===== src/rtl/debounce_bank.sv =====
// Multi-channel debouncer: per-channel two-flop synchroniser, counting filter FSM,
// registered level plus rise/fall pulses. Define DEBOUNCE_REPEAT_EN for auto-repeat pulses.
module debounce_bank #(
  parameter int CHANNELS = 4,
  parameter int N        = 19,
  parameter int REPEAT_N = 23
) (
  input  logic                clk,
  input  logic                reset,
  input  logic [CHANNELS-1:0] raw,
  output logic [CHANNELS-1:0] q,
  output logic [CHANNELS-1:0] rise,
  output logic [CHANNELS-1:0] fall,
  output logic [CHANNELS-1:0] rpt
);

  typedef enum logic [1:0] {
    STABLE_ZERO = 2'b00,
    ZERO_TO_ONE = 2'b01,
    STABLE_ONE  = 2'b10,
    ONE_TO_ZERO = 2'b11
  } state_e;

  localparam logic [N-1:0] M = {N{1'b1}};

  if (N < 1 || REPEAT_N < 1) begin : g_bad_params
    $error("debounce_bank: N and REPEAT_N must be at least 1");
  end

  logic [CHANNELS-1:0] s1_q, s1_d;
  logic [CHANNELS-1:0] s_q, s_d;
  state_e              state_q [CHANNELS];
  state_e              state_d [CHANNELS];
  logic [N-1:0]        cnt_q   [CHANNELS];
  logic [N-1:0]        cnt_d   [CHANNELS];
  logic [CHANNELS-1:0] q_q, q_d;
  logic [CHANNELS-1:0] rise_q, rise_d;
  logic [CHANNELS-1:0] fall_q, fall_d;

  always_comb begin
    s1_d = raw;
    s_d  = s1_q;
  end

  // NOTE: every signal written here gets a default before the case, so no path
  // leaves a value unassigned and no latch is inferred.
  always_comb begin
    rise_d = '0;
    fall_d = '0;
    q_d    = '0;
    for (int i = 0; i < CHANNELS; i++) begin
      state_d[i] = state_q[i];
      cnt_d[i]   = cnt_q[i];
      case (state_q[i])
        STABLE_ZERO: begin
          if (s_q[i]) begin
            state_d[i] = ZERO_TO_ONE;
            cnt_d[i]   = M;
          end
        end
        ZERO_TO_ONE: begin
          if (!s_q[i]) begin
            state_d[i] = STABLE_ZERO;
          end else begin
            cnt_d[i] = cnt_q[i] - N'(1);
            if (cnt_q[i] == N'(1)) begin
              state_d[i] = STABLE_ONE;
              rise_d[i]  = 1'b1;
            end
          end
        end
        STABLE_ONE: begin
          if (!s_q[i]) begin
            state_d[i] = ONE_TO_ZERO;
            cnt_d[i]   = M;
          end
        end
        ONE_TO_ZERO: begin
          if (s_q[i]) begin
            state_d[i] = STABLE_ONE;
          end else begin
            cnt_d[i] = cnt_q[i] - N'(1);
            if (cnt_q[i] == N'(1)) begin
              state_d[i] = STABLE_ZERO;
              fall_d[i]  = 1'b1;
            end
          end
        end
        default: state_d[i] = STABLE_ZERO;
      endcase
      // q is registered from the next state so it changes on the same edge as rise/fall.
      q_d[i] = (state_d[i] == STABLE_ONE) || (state_d[i] == ONE_TO_ZERO);
    end
  end

  // NOTE: sequential state uses non-blocking assignments only, so every flop
  // samples the pre-edge values regardless of block ordering.
  always_ff @(posedge clk or posedge reset) begin
    if (reset) begin
      s1_q   <= '0;
      s_q    <= '0;
      q_q    <= '0;
      rise_q <= '0;
      fall_q <= '0;
      for (int i = 0; i < CHANNELS; i++) begin
        state_q[i] <= STABLE_ZERO;
        cnt_q[i]   <= '0;
      end
    end else begin
      s1_q   <= s1_d;
      s_q    <= s_d;
      q_q    <= q_d;
      rise_q <= rise_d;
      fall_q <= fall_d;
      for (int i = 0; i < CHANNELS; i++) begin
        state_q[i] <= state_d[i];
        cnt_q[i]   <= cnt_d[i];
      end
    end
  end

  assign q    = q_q;
  assign rise = rise_q;
  assign fall = fall_q;

`ifdef DEBOUNCE_REPEAT_EN
  logic [REPEAT_N-1:0] rcnt_q [CHANNELS];
  logic [REPEAT_N-1:0] rcnt_d [CHANNELS];
  logic [CHANNELS-1:0] rpt_q, rpt_d;

  // The repeat counter is armed only by a genuine press; a bounce back from
  // ONE_TO_ZERO resumes the count where it was held.
  always_comb begin
    rpt_d = '0;
    for (int i = 0; i < CHANNELS; i++) begin
      rcnt_d[i] = rcnt_q[i];
      if (state_q[i] == ZERO_TO_ONE && state_d[i] == STABLE_ONE) begin
        rcnt_d[i] = '1;
      end else if (state_q[i] == STABLE_ONE) begin
        if (rcnt_q[i] == '0) begin
          rpt_d[i]  = 1'b1;
          rcnt_d[i] = '1;
        end else begin
          rcnt_d[i] = rcnt_q[i] - REPEAT_N'(1);
        end
      end
    end
  end

  always_ff @(posedge clk or posedge reset) begin
    if (reset) begin
      rpt_q <= '0;
      for (int i = 0; i < CHANNELS; i++) rcnt_q[i] <= '0;
    end else begin
      rpt_q <= rpt_d;
      for (int i = 0; i < CHANNELS; i++) rcnt_q[i] <= rcnt_d[i];
    end
  end

  assign rpt = rpt_q;
`else
  assign rpt = '0;
`endif

endmodule


===== config.mk =====
export PLATFORM = sky130hd
export DESIGN_NAME = debounce_bank
export DESIGN_NICKNAME = d
export VERILOG_FILES = /design/src/rtl/debounce_bank.sv
export SDC_FILE = /design/constraint.sdc
export NUM_CORES = 1
export LEC_CHECK = 0
export CORE_ASPECT_RATIO = 1.4
export CORE_MARGIN = 5
export CORE_UTILIZATION = 65
export DETAILED_ROUTE_END_ITERATION = 16
export GPL_ROUTABILITY_DRIVEN = 1
export PLACE_DENSITY = 0.85
export SYNTH_ARGS = -nofsm -noshare
export SYNTH_HDL_FRONTEND = slang
export SYNTH_SLANG_ARGS = --single-unit
export TNS_END_PERCENT = 1

===== constraint.sdc =====
create_clock -name clk -period 7.2 [get_ports clk]
set_clock_uncertainty 0.05 [all_clocks]
set_input_delay 1.44 -clock clk [delete_from_list [all_inputs] [get_ports clk]]
set_output_delay 1.44 -clock clk [all_outputs]
set_load 0.03 [all_outputs]

==> impl_metrics.py <==
metrics = {
    "clock_network": {
        "numCtsBuffers": 9,
        "clkTransAtPathRegs_ns": 0.10,
        "clockRootBuffer": "clkbuf_8",
        "insertion_delay_ns": 0.37,
        "cts_resized": 0,
        "cts.sinks": 103,
        "cts_tree": "done",
        "cts_buffer_depth": 2,
        "ctsHoldBuffers": 0,
        "htree_levels": 3,
        "post_cts_buffers": 0,
    },
    "cells_and_area": {
        "syn2layout_area_growth_pct": 8.62,
        "antenna_cells": 0,
        "drive_above_1_share_pct": 7.14,
        "nets": 527,
        "fillers": 541,
        "layout.cell_area.non_filler_um2": 5410,
        "final_cells": 615,
        "multiInputGateArea_um2": 2270,
        "seq_area_um2": 2580,
    },
    "timing": {
        "rsz0062_at_grt": "no",
        "hold_viol": 0,
        "fmax_ghz": 0.334,
        "min_period_ns": 3.00,
        "slew_viol_final": 0,
        "setup_viol": 0,
        "period_share_pct": 41.6,
        "maxSlewHeadroom_pct": 37.1,
        "final.setup.tns_ns": 0,
        "tightest_slew_ns": 0.936,
        "timing.hold.ws_ns": 0.311,
    },
    "logic_synthesis": {
        "synthesis.area_um2": 4980,
        "netlist_top_cells_area": "dfrtp_1 (52%), a21oi_1 (3.1%), o21ai_0 (3.1%)",
        "yosysMostFrequentCell": "dfrtp_1",
        "synth_top_cell_by_area": "dfrtp_1",
        "synthDistinctLibCells": 42,
        "ys.flop_type": "dfrtp_1",
        "synth_edf_count": 0,
        "ys_ff_latch": 103,
        "ys_warn_count": 0,
        "synth_area_per_cell_um2": 9.98,
        "ys_async_sr_fraction_pct": 100,
        "netlist.area_leader.share_pct": 51.8,
        "ys_top_cells_by_count": "dfrtp_1 (103), nor2_1 (38), a21oi_1 (31), o21ai_0 (31), nand2_1 (30)",
        "ys_seq_area_share_pct": 51.8,
        "syn_inst": 499,
    },
    "floorplanning": {
        "die_h_um": 114,
        "core_area_um2": 7410,
        "row_count": 37,
        "ios": 22,
        "die_w_um": 84.0,
        "die-area_um2": 9540,
        "start_util_pct": 67.2,
    },
    "grt": {
        "antenna_found_initial": 0,
        "grt.total_usage_pct": 20.5,
        "grt_max_degree": 77,
        "grt_pass1_vias": 3698,
        "grt_pass1_wl_um": 16300,
        "grt_overflow_total": 0,
    },
    "detailed_routing": {
        "drcViolationCount": 0,
        "firstDrtPassIters": 5,
        "wl_per_cell_um": 15.1,
        "drt_wl_total_um": 9300,
        "drt_iter0_drc": 248,
        "vias_per_cell": 6.18,
        "via_count": 3798,
        "ant_nets": 0,
    },
    "placement": {
        "place_hpwl_um": 6250,
        "dpl_cell_area_um2": 5210,
        "port-buffer-count": 17,
        "post-place-cells": 599,
        "gp_congestion": 0.846,
    },
    "setup_path": {
        "crit_chain": "clkdlybuf4s50_1",
        "cp-end-kind": "primary output",
        "cp_slowest_cell": "clkdlybuf4s50_1",
        "cp.buffers_inverters": 1,
        "cp.required_ns": 5.71,
        "crit_type": "flip-flop to primary output",
        "worstPathArrival_ns": 1.51,
        "critPathTopFamily": "buffers and inverters",
        "cp_max_fo": 6,
        "start_kind": "flip-flop",
        "cp_slowest_stage_delay_ns": 0.70,
    },
    "status": {
        "outcome": "finished clean",
    },
    "power_and_ir_drop": {
        "power.leakage_uw": 0.00195,
        "power.density_nw_per_um2": 198,
        "peakVddDrop_mv": 0.204,
        "finalPower_uw": 1070,
    },
    "run": {
        "max_cap_viol_count": 0,
    },
    "hold_path": {
        "hold_path_class": "flip-flop to flip-flop",
    },
}
[cell usage in the layout, fill, tap and decap left out, drive strengths merged, types with 4 or more instances in the layout]
cell type      synthesis  routed
xnor2                 17      17
mux2                   7       7
or3                   11      11
nor2                  38      38
nand2b                 8       8
dfrtp                103     103
o31a                   4       4
and4                   6       6
mux2i                  4       4
ha                     8       8
nand3                 27      27
and2                   7       7
a31oi                  9       9
clkdlybuf4s50          0      17
clkbuf                14       9
a21oi                 31      31
xor2                   7       7
o21ai                 31      31
nor4                  20      20
conb                   1       4
and3                  13      13
o31ai                 11      11
nor3                  17      17
nand4                  6       6
nor3b                 10      10
or4                   22      22
nand2                 30      30
inv                   14      15
[logic make-up (layout without fill, tap and decap cells)]
| group | count (synthesis) | count (layout) | synth area share, % |
|---|---|---|---|
| AO/OA/AOI/OAI | 91 | 91 | 10.6 |
| buffers and inverters | 34 | 50 | 2.96 |
| XOR/XNOR | 24 | 24 | 4.22 |
| other | 1 | 4 | 0.0753 |
| multiplexers | 11 | 11 | 2.39 |
| adder cells (fa/ha/maj) | 8 | 8 | 2.01 |
| AND/OR/NAND/NOR | 227 | 227 | 26.0 |
| flip-flops | 103 | 103 | 51.8 |
[flip-flops by register name (all words and copies together), names as in the netlist]
| name | count |
|---|---|
| cnt_q | 76 |
| rise | 4 |
| state_q | 8 |
| q | 3 |
| s_q | 4 |
| fall | 4 |
| s1_q | 4 |
[report_power, final]
part	leakage [uW]	switching (uW)	internal, uW
Clock	0.0000956	200	161
Sequential	0.00104	32.7	602
Combinational	0.000821	46.6	28.1
[per-stage QoR]
| step | setup WS (ns) | utilization, % |
|---|---|---|
| after global placement | 4.08 | 70.4 |
| after floorplan | 3.01 | - |
| after detailed placement | 4.05 | 70.4 |
| after global routing | 4.13 | 73.0 |
| after CTS | 4.17 | 73.0 |
| final | 4.20 | 73.0 |
[layer usage]
metal | track usage, % | vias to the layer above | wire length, um
met5 | 0 | - | 0
met4 | 7.51 | 0 | 159
met2 | 35.4 | 63 | 4810
li1 | - | 1846 | -
met1 | 26.4 | 1876 | 4060
met3 | 2.96 | 13 | 269
[layout make-up]
| class | instances | share of cell area, % |
|---|---|---|
| inverters | 14 | 1.02 |
| flip-flops and latches | 103 | 47.7 |
| clock inverters | 7 | 1.34 |
| multi-input cells | 365 | 41.9 |
| repair buffers | 20 | 3.56 |
| clock buffers | 9 | 2.29 |
| well taps | 97 | 2.24 |
[final timing paths]
path | depth (start not counted) | slack (ns) | start | end
worst max register to register | 6 | 4.58 | cnt_q[38] | cnt_q[54]
worst max-delay path | 1 | 4.20 | state_q[7] | q[0]
max in group asynchronous | 3 | 4.54 | reset | s_q[2]
min in group asynchronous | 2 | 1.34 | reset | cnt_q[7]
worst min register to register | 0 | 0.31 | s1_q[1] | s_q[1]
worst min-delay path | 0 | 0.31 | s1_q[1] | s_q[1]
No activity file was read; power rests on OpenSTA's default activity.
